**config.mk**
```make
export PLATFORM = sky130hd
export DESIGN_NAME = ternary_neuron_seq
export DESIGN_NICKNAME = d
export VERILOG_FILES = /design/src/rtl/ternary_neuron_seq.sv
export SDC_FILE = /design/constraint.sdc
export NUM_CORES = 1
export LEC_CHECK = 0
export CAP_MARGIN = 20
export CORE_ASPECT_RATIO = 0.8
export CORE_UTILIZATION = 55
export CTS_CLUSTER_SIZE = 14
export DETAILED_ROUTE_END_ITERATION = 12
export DONT_BUFFER_PORTS = 1
export PLACE_DENSITY = 0.79
export SYNTH_ARGS = -nofsm -noshare
export SYNTH_HDL_FRONTEND = slang
export SYNTH_SLANG_ARGS = --single-unit
export TNS_END_PERCENT = 10
```
**constraint.sdc**
```tcl
create_clock -name clk -period 9.3 [get_ports clk]
set_input_delay 1.395 -clock clk [delete_from_list [all_inputs] [get_ports clk]]
set_output_delay 1.395 -clock clk [all_outputs]
set_load 0.05 [all_outputs]
```
**src/rtl/ternary_neuron_seq.sv**
```systemverilog
// ternary_neuron_seq
//   Evaluates one ternary neuron over up to N_CHUNKS x 27 input bits by
//   time-multiplexing a single external 27-input popcount unit. Each chunk
//   takes two passes: popcount(x & wpos) is added, then popcount(x & wneg)
//   is subtracted. The saturating signed sum is compared against a
//   threshold that is captured on the first beat of the neuron.
//
// Ports
//   clk, rst_n           rising-edge clock, asynchronous active-low reset
//   in_valid/in_ready    chunk beat handshake (ready only while idle)
//   in_x/in_wpos/in_wneg chunk activation bits and weight masks
//   in_last              final chunk of this neuron
//   in_thr               signed threshold, sampled on the first beat only
//   pc_in/pc_out         operand to / result from the shared popcount unit
//   out_valid/out_ready  result handshake
//   out_act              1 when sum >= thr
//   out_sum              signed accumulated sum
//   out_nchunks          chunks consumed for this neuron
//   out_ovf              saturation occurred or chunk limit forced the end
module ternary_neuron_seq #(
  parameter int unsigned N_CHUNKS = 4,
  parameter int unsigned ACC_W    = 9,
  parameter int unsigned CNT_W    = 3
) (
  input  logic             clk,
  input  logic             rst_n,
  input  logic             in_valid,
  output logic             in_ready,
  input  logic [26:0]      in_x,
  input  logic [26:0]      in_wpos,
  input  logic [26:0]      in_wneg,
  input  logic             in_last,
  input  logic [ACC_W-1:0] in_thr,
  output logic [26:0]      pc_in,
  input  logic [4:0]       pc_out,
  output logic             out_valid,
  input  logic             out_ready,
  output logic             out_act,
  output logic [ACC_W-1:0] out_sum,
  output logic [CNT_W-1:0] out_nchunks,
  output logic             out_ovf
);

  localparam int unsigned EW = ACC_W + 2;

  // Clamp limits held in the widened arithmetic domain.
  localparam logic signed [EW-1:0] SAT_MAX = {3'b000, {(ACC_W-1){1'b1}}};
  localparam logic signed [EW-1:0] SAT_MIN = {3'b111, {(ACC_W-1){1'b0}}};

  typedef enum logic [1:0] {S_IDLE, S_POS, S_NEG, S_DONE} state_t;

  state_t                  r_state;
  logic [26:0]             r_x;
  logic [26:0]             r_wpos;
  logic [26:0]             r_wneg;
  logic                    r_last;
  logic signed [ACC_W-1:0] r_thr;
  logic signed [ACC_W-1:0] r_acc;
  logic [CNT_W-1:0]        r_cnt;
  logic                    r_first;
  logic                    r_ovf;

  logic signed [EW-1:0]    w_acc_ext;
  logic signed [EW-1:0]    w_pc_ext;
  logic signed [EW-1:0]    w_sum;
  logic signed [ACC_W-1:0] w_acc_sat;
  logic                    w_clamp;
  logic                    w_at_limit;
  logic                    w_ovf_neg;

  assign in_ready = (r_state == S_IDLE);

  // The shared unit only sees a non-zero operand during the two passes.
  always_comb begin
    pc_in = '0;
    if (r_state == S_POS) pc_in = r_x & r_wpos;
    if (r_state == S_NEG) pc_in = r_x & r_wneg;
  end

  // Two guard bits keep a full 5-bit popcount (up to 31) from wrapping
  // before the clamp is applied.
  always_comb begin
    w_acc_ext = {{2{r_acc[ACC_W-1]}}, r_acc};
    w_pc_ext  = {{(EW-5){1'b0}}, pc_out};
    w_sum     = (r_state == S_NEG) ? (w_acc_ext - w_pc_ext) : (w_acc_ext + w_pc_ext);
    w_clamp   = 1'b0;
    w_acc_sat = w_sum[ACC_W-1:0];
    if (w_sum > SAT_MAX) begin
      w_acc_sat = SAT_MAX[ACC_W-1:0];
      w_clamp   = 1'b1;
    end else if (w_sum < SAT_MIN) begin
      w_acc_sat = SAT_MIN[ACC_W-1:0];
      w_clamp   = 1'b1;
    end
  end

  assign w_at_limit = (r_cnt == CNT_W'(N_CHUNKS));
  assign w_ovf_neg  = r_ovf | w_clamp | (w_at_limit & ~r_last);

  always_ff @(posedge clk or negedge rst_n) begin
    if (!rst_n) begin
      r_state     <= S_IDLE;
      r_x         <= '0;
      r_wpos      <= '0;
      r_wneg      <= '0;
      r_last      <= 1'b0;
      r_thr       <= '0;
      r_acc       <= '0;
      r_cnt       <= '0;
      r_first     <= 1'b1;
      r_ovf       <= 1'b0;
      out_valid   <= 1'b0;
      out_act     <= 1'b0;
      out_sum     <= '0;
      out_nchunks <= '0;
      out_ovf     <= 1'b0;
    end else begin
      unique case (r_state)
        S_IDLE: begin
          if (in_valid) begin
            r_x     <= in_x;
            r_wpos  <= in_wpos;
            r_wneg  <= in_wneg;
            r_last  <= in_last;
            r_first <= 1'b0;
            r_state <= S_POS;
            if (r_first) begin
              r_thr <= in_thr;
              r_acc <= '0;
              r_ovf <= 1'b0;
              r_cnt <= CNT_W'(1);
            end else begin
              r_cnt <= r_cnt + CNT_W'(1);
            end
          end
        end
        S_POS: begin
          r_acc   <= w_acc_sat;
          r_ovf   <= r_ovf | w_clamp;
          r_state <= S_NEG;
        end
        S_NEG: begin
          r_acc <= w_acc_sat;
          r_ovf <= w_ovf_neg;
          if (r_last || w_at_limit) begin
            // Result registers load from the final (post-subtract) value so
            // out_valid rises together with the DONE state.
            r_state     <= S_DONE;
            out_valid   <= 1'b1;
            out_sum     <= w_acc_sat;
            out_act     <= (w_acc_sat >= r_thr);
            out_nchunks <= r_cnt;
            out_ovf     <= w_ovf_neg;
          end else begin
            r_state <= S_IDLE;
          end
        end
        S_DONE: begin
          if (out_ready) begin
            out_valid <= 1'b0;
            r_first   <= 1'b1;
            r_state   <= S_IDLE;
          end
        end
        default: r_state <= S_IDLE;
      endcase
    end
  end

endmodule

```
==> run metrics, run 1 <==
status completed; Placement Cell Area 6110 sq um; post-cts sizing count 0; highest-count cells in the layout ignoring fill and taps dfrtp_1, mux2_2, nor2b_1, inv_1; top_reg_cell synth dfrtp_1; number of global-route vias before repair 3,811; Seq/Total Area, Yosys 51.0%; Mapped Area 5990 sq um; die height 95.3 um; final worst clock skew 0.0103 ns; Final Hold Vio Count 0; Worst Setup Start Kind primary input; synthesized flop and latch total 122; flop2flop setup slack about 4.3 ns; drt via density 5.80; Core ar. 10,400 sq um; Top Ports 143; Detail Route Antenna Nets 0; dpl cells approximately 620; Arrival @ worst endpoint 5.48 ns; deepest clock path buffer count 2; Mapped Nets 627; design area about 6800 sq um; die area 11,300 sq um; GRT overflow 0; commonest non-fill, non-tap cell in the layout dfrtp_1; GR Util met2 roughly a third; Wirelength per Cell 18.9 um; EDFF count, synth 0; DR iter-0 viols 205; Worst Hold End r_acc[0]; slew of the pin with the lowest slew margin between 1 and 1.5 ns; Synth Instances 500; area grow syn2layout 13.3%; total track usage 22.4%; global-route wire length before repair 19.4 mm; post-CTS setup buffer count 0; Worst-path clk slew 0.06 ns; Max Fclk 0.192 GHz; final cell count without fillers 654; total CTS buffers 17; Starting Density 57.6%; WHS Path Cells 2; WP data required 9.57 ns; layout cells sized above 1 between 20 and 30%; reg2reg end out_act; Crit. End Element flip-flop; port buffer count 0; CTS tree done; later-pin clock latency in the skew report 0.40 ns; crit-path max FO 8; fin crit period 5.21 ns; die width 119 um; row count 33; clk sinks 122; met1 Use GR 30.3%; GR peak layer met2; number of remaining DRC errors 0; Root Buffer clkbuf_16; RSZ-0062 raised after global routing no; H-tree depth 4; # diodes 0; Netlist cell types 49; Worst Hold Class flip-flop to flip-flop; worst setup path class primary input to flip-flop; DRT Pass-1 Iters 4; gpl congestion 0.916; Storage cell area between 3000 and 4000 sq um; max cap viols 0; Hold Buf Count CTS 0; largest net degree at the start of global routing roughly 120; Async SR Flop Fraction between 90% and 100%; Final Max Tran Viols 0; relative slew slack a little under a third; Final Cycle Share 56.0%; area of the multi-input gates 2760 sq um; fillers 766; R2R cell count 20; Avg Cell Area, Syn 12.0 sq um; Worst Hold Launch r_acc[0]; initial antenna violation count 0; Ys Warns 0; detailed-route via count 3,793; TNS Setup 0 ns; Routed WL between 10 and 15 mm; Final nets 628; setup violators final 0; met3 Track Usage GR 5.92%; Core Util, Final 65.2%; post-detail-place hpwl 8.64 mm; RR Startpoint r_state[0]
[stage by stage]
stage | worst slack [ns] | hold WS (ns)
global route | 3.75 | 0.509
CTS | 4.13 | 0.493
floorplan | 3.99 | 0.456
global placement | 3.85 | 0.479
detailed placement | 3.71 | 0.480
finish | 4.09 | 0.488
[state kept, by name (all words and copies together) (netlist names), 2 cells and up]
register and cells:
r_thr 9, r_wneg 27, r_wpos 27, r_acc 9
out_nchunks 3, out_sum 9, r_cnt 3, r_x 27
r_state 2
[synthesized netlist by cell type (all sizes together), types with 9 or more instances]
master  number  share of area (%)
xnor2        9                1.8
nor2        12               0.75
o21ai       23                1.9
ha          26                5.4
nor2b       33                3.4
clkbuf      13               0.81
a21oi       12                1.1
a22oi       27                3.4
mux2        94                 18
inv         30                1.9
nand2       28                1.8
dfrtp      121                 51
[area by class of cell]
type / count / area share (%)
sequential: 122 / 45.0
multi-input combinational: 327 / 40.6
clock buffer: 18 / 6.32
clock inverter: 14 / 3.24
tap: 140 / 2.58
inverter: 30 / 1.66
timing repair buffer: 3 / 0.627
[cells by family after synthesis]
kind of cell             count (synthesis)  synth area share, %
flip-flops                             122                 51.0
AO/OA/AOI/OAI                           88                 10.0
adder cells (fa/ha/maj)                 35                 7.27
multiplexers                            97                 18.2
buffers and inverters                   51                 3.20
AND/OR/NAND/NOR                         95                 8.19
XOR/XNOR                                12                 2.19
[how the worst max path moves through the flow]
stage / end / slack [ns] / from / cells past startpoint
2_1_floorplan: out_act / 3.99 / pc_out[0] / 20
3_3_place_gp: out_act / 3.85 / pc_out[0] / 20
3_5_place_dp: out_act / 3.71 / pc_out[0] / 20
4_1_cts: out_act / 4.13 / pc_out[0] / 20
5_1_grt: out_act / 3.75 / pc_out[0] / 20
6_report: out_act / 4.09 / pc_out[0] / 20
[worst max-delay path, cell delays in order]
cell and delay [ns]:
inv_1 0.02, ha_1 0.20, nor3b_1 0.15, a21o_1 0.18, ha_1 0.35, a21oi_2 0.21
nand2_1 0.10, a211o_1 0.29, o22a_2 0.24, xnor2_4 0.27, inv_2 0.13, maj3_2 0.34
ha_1 0.27, nand2b_1 0.14, a21o_1 0.17, a21o_1 0.16, a21o_1 0.17, a21o_1 0.17
a2111oi_0 0.42, nor3_1 0.09
[metal layers]
metal  vias to the layer above  part of all wire (%)
li1                       1780                     -
met1                      1880                    45
met2                       119                    47
met3                        14                   6.3
met4                         0                   1.5
met5                         -                     0
Power of run 1 is left out: the tool's default activity adds up to more than one toggle a clock period on the data nets, which glitch-free logic cannot reach.
==> inputs of run 2 (changes only) <==
Settings changed: PLACE_DENSITY 0.79 to 0.82.
Clock period 9.3 ns to 4.68 ns, I/O delays scaled along.
==> run metrics, run 2 (synthesis results as in run 1) <==
RR Startpoint r_state[0]; die height 95.3 um; Slowest-stage cell, CP dfrtp_1; DRT Pass-1 Iters 4; cell family with most CP delay compound AO/OA/AOI/OAI gates; Starting Density 57.6%; gpl congestion 0.846; die width 119 um; Detail Route Antenna Nets 0; pre-CTS setup slack -0.0573 ns; setup ws final 0.205 ns; total track usage 23.9%; design area around 7000 sq um; setup violators final 0; CTS tree done; commonest non-fill, non-tap cell in the layout dfrtp_1; crit-path max FO 8; number of global-route vias before repair around 3,900; Top Ports 143; crit-path cells inv_1 -> ha_4 -> mux2_2 -> inv_1 -> ha_1 -> nor2b_1 -> o2111ai_1 -> a21oi_1 -> o22a_2 -> xnor2_4 -> inv_2 -> maj3_2 -> ha_1 -> nand2b_1 -> a21o_1 -> a21o_1 -> a21o_1 -> a21o_1 -> a2111oi_1 -> nor3_1; WP data required 4.96 ns; Worst Hold Class primary input to async pin; Final Hold Vio Count 0; # diodes 0; Max Fclk 0.223 GHz; detailed-route via count 3,933; Worst setup endpoint out_act; status completed; largest net degree at the start of global routing 122; row count 33; post-detail-place hpwl between 9 and 10 mm; worst setup path class flip-flop to flip-flop; Core ar. 10,400 sq um; global-route wire length before repair just over 20 mm; initial antenna violation count 0; CP max stage delay 0.43 ns; highest-count cells in the layout ignoring fill and taps dfrtp_1, mux2_2, nor2b_1, buf_4, inv_1; relative slew slack 33.8%; Worst-path clk slew roughly 0.060 ns; deepest clock path buffer count 2; DR iter-0 viols 306; Buf/Inv on CP 3; final worst clock skew 0.00690 ns; CP Depth 20; die area between 10,000 and 15,000 sq um; area grow syn2layout 17.2%; reg2reg end out_act; Routed WL approximately 13 mm; TNS Setup 0 ns; Final nets ~660; total CTS buffers 17; GRT overflow 0; max cap viols 0; most frequent CP cell a21o_1; Placement Cell Area about 6300 sq um; post-CTS setup buffer count 0; WHS 0.140 ns; slew of the pin with the lowest slew margin 0.991 ns; Critical Path Source r_state[0]; Worst Setup Start Kind flip-flop; Wirelength per Cell 19.6 um; drt via density 5.76; H-tree depth 4; Final Cycle Share 95.6%; R2R cell count 20; later-pin clock latency in the skew report 0.41 ns; fin crit period 4.47 ns; port buffer count 0; clk sinks 122; layout cells sized above 1 between 30% and 40%; Crit. End Element flip-flop; largest registers r_wneg: 27 flops, r_wpos: 27 flops, r_x: 27 flops; number of remaining DRC errors 0; Root Buffer clkbuf_16; Arrival @ worst endpoint 4.75 ns; RSZ-0062 raised after global routing no; flop2flop setup slack between 0.2 and 0.25 ns; Final Max Tran Viols 0
-- run 2: changes by cell type in the layout (fill, tap and decap cells not counted), sizes merged --
| cell | delta |
|---|---|
| inv | +1 |
| clkinv | -1 |
| buf | +30 |
| bufinv | -1 |
| clkbuf | -1 |
| clkinvlp | +1 |
-- run 2: cell type report --
class	instances	area, sq um
fillers	761	3380
flip-flops and latches	122	3050
multi-input cells	327	2770
clock buffers	17	425
repair buffers	33	288
clock inverters	14	198
well taps	140	175
inverters	30	113
-- run 2: through the flow --
step / util (%) / instances
floorplan: - / 500
global placement: 60.8 / 650
detailed placement: 60.8 / 650
CTS: 67.1 / 682
global route: 67.5 / 683
finish: 67.5 / 683
-- run 2: worst reg2reg max path: cells and delay by family, from the launching register on --
family,cells,cell delay (ns)
muxes,1,0.38
adders and majority gates,4,1.03
xor gates and xnor gates,1,0.19
buffers and inverters,3,0.28
and+or+nand+nor,3,0.37
DFF,1,0.43
AOI/OAI and AO/OA,8,1.68
-- run 2: worst min-delay path by stage --
stage	start	to	cells past startpoint
6_report	rst_n	r_first	0
5_1_grt	rst_n	r_first	0
4_1_cts	rst_n	r_first	0
3_5_place_dp	rst_n	r_thr[7]	0
3_3_place_gp	rst_n	r_thr[3]	0
2_1_floorplan	rst_n	out_act	0
-- run 2: timing repair --
item,in CTS,in global routing
endpoints found under the setup margin,0,1
hold endpoints to repair,121,0
resized for setup,0,3
hold buffers,1,0
-- run 2: metal layers --
| metal | routed length (um) | track usage [%] | part of all wire, % |
|---|---|---|---|
| met1 | 5820 | 30.8 | 44 |
| met2 | 6580 | 39.4 | 49 |
| met3 | 878 | 6.82 | 6.6 |
| met4 | 85 | 7.91 | 0.64 |
| met5 | 0 | 0 | 0 |
Power of run 2 is left out for the same reason.
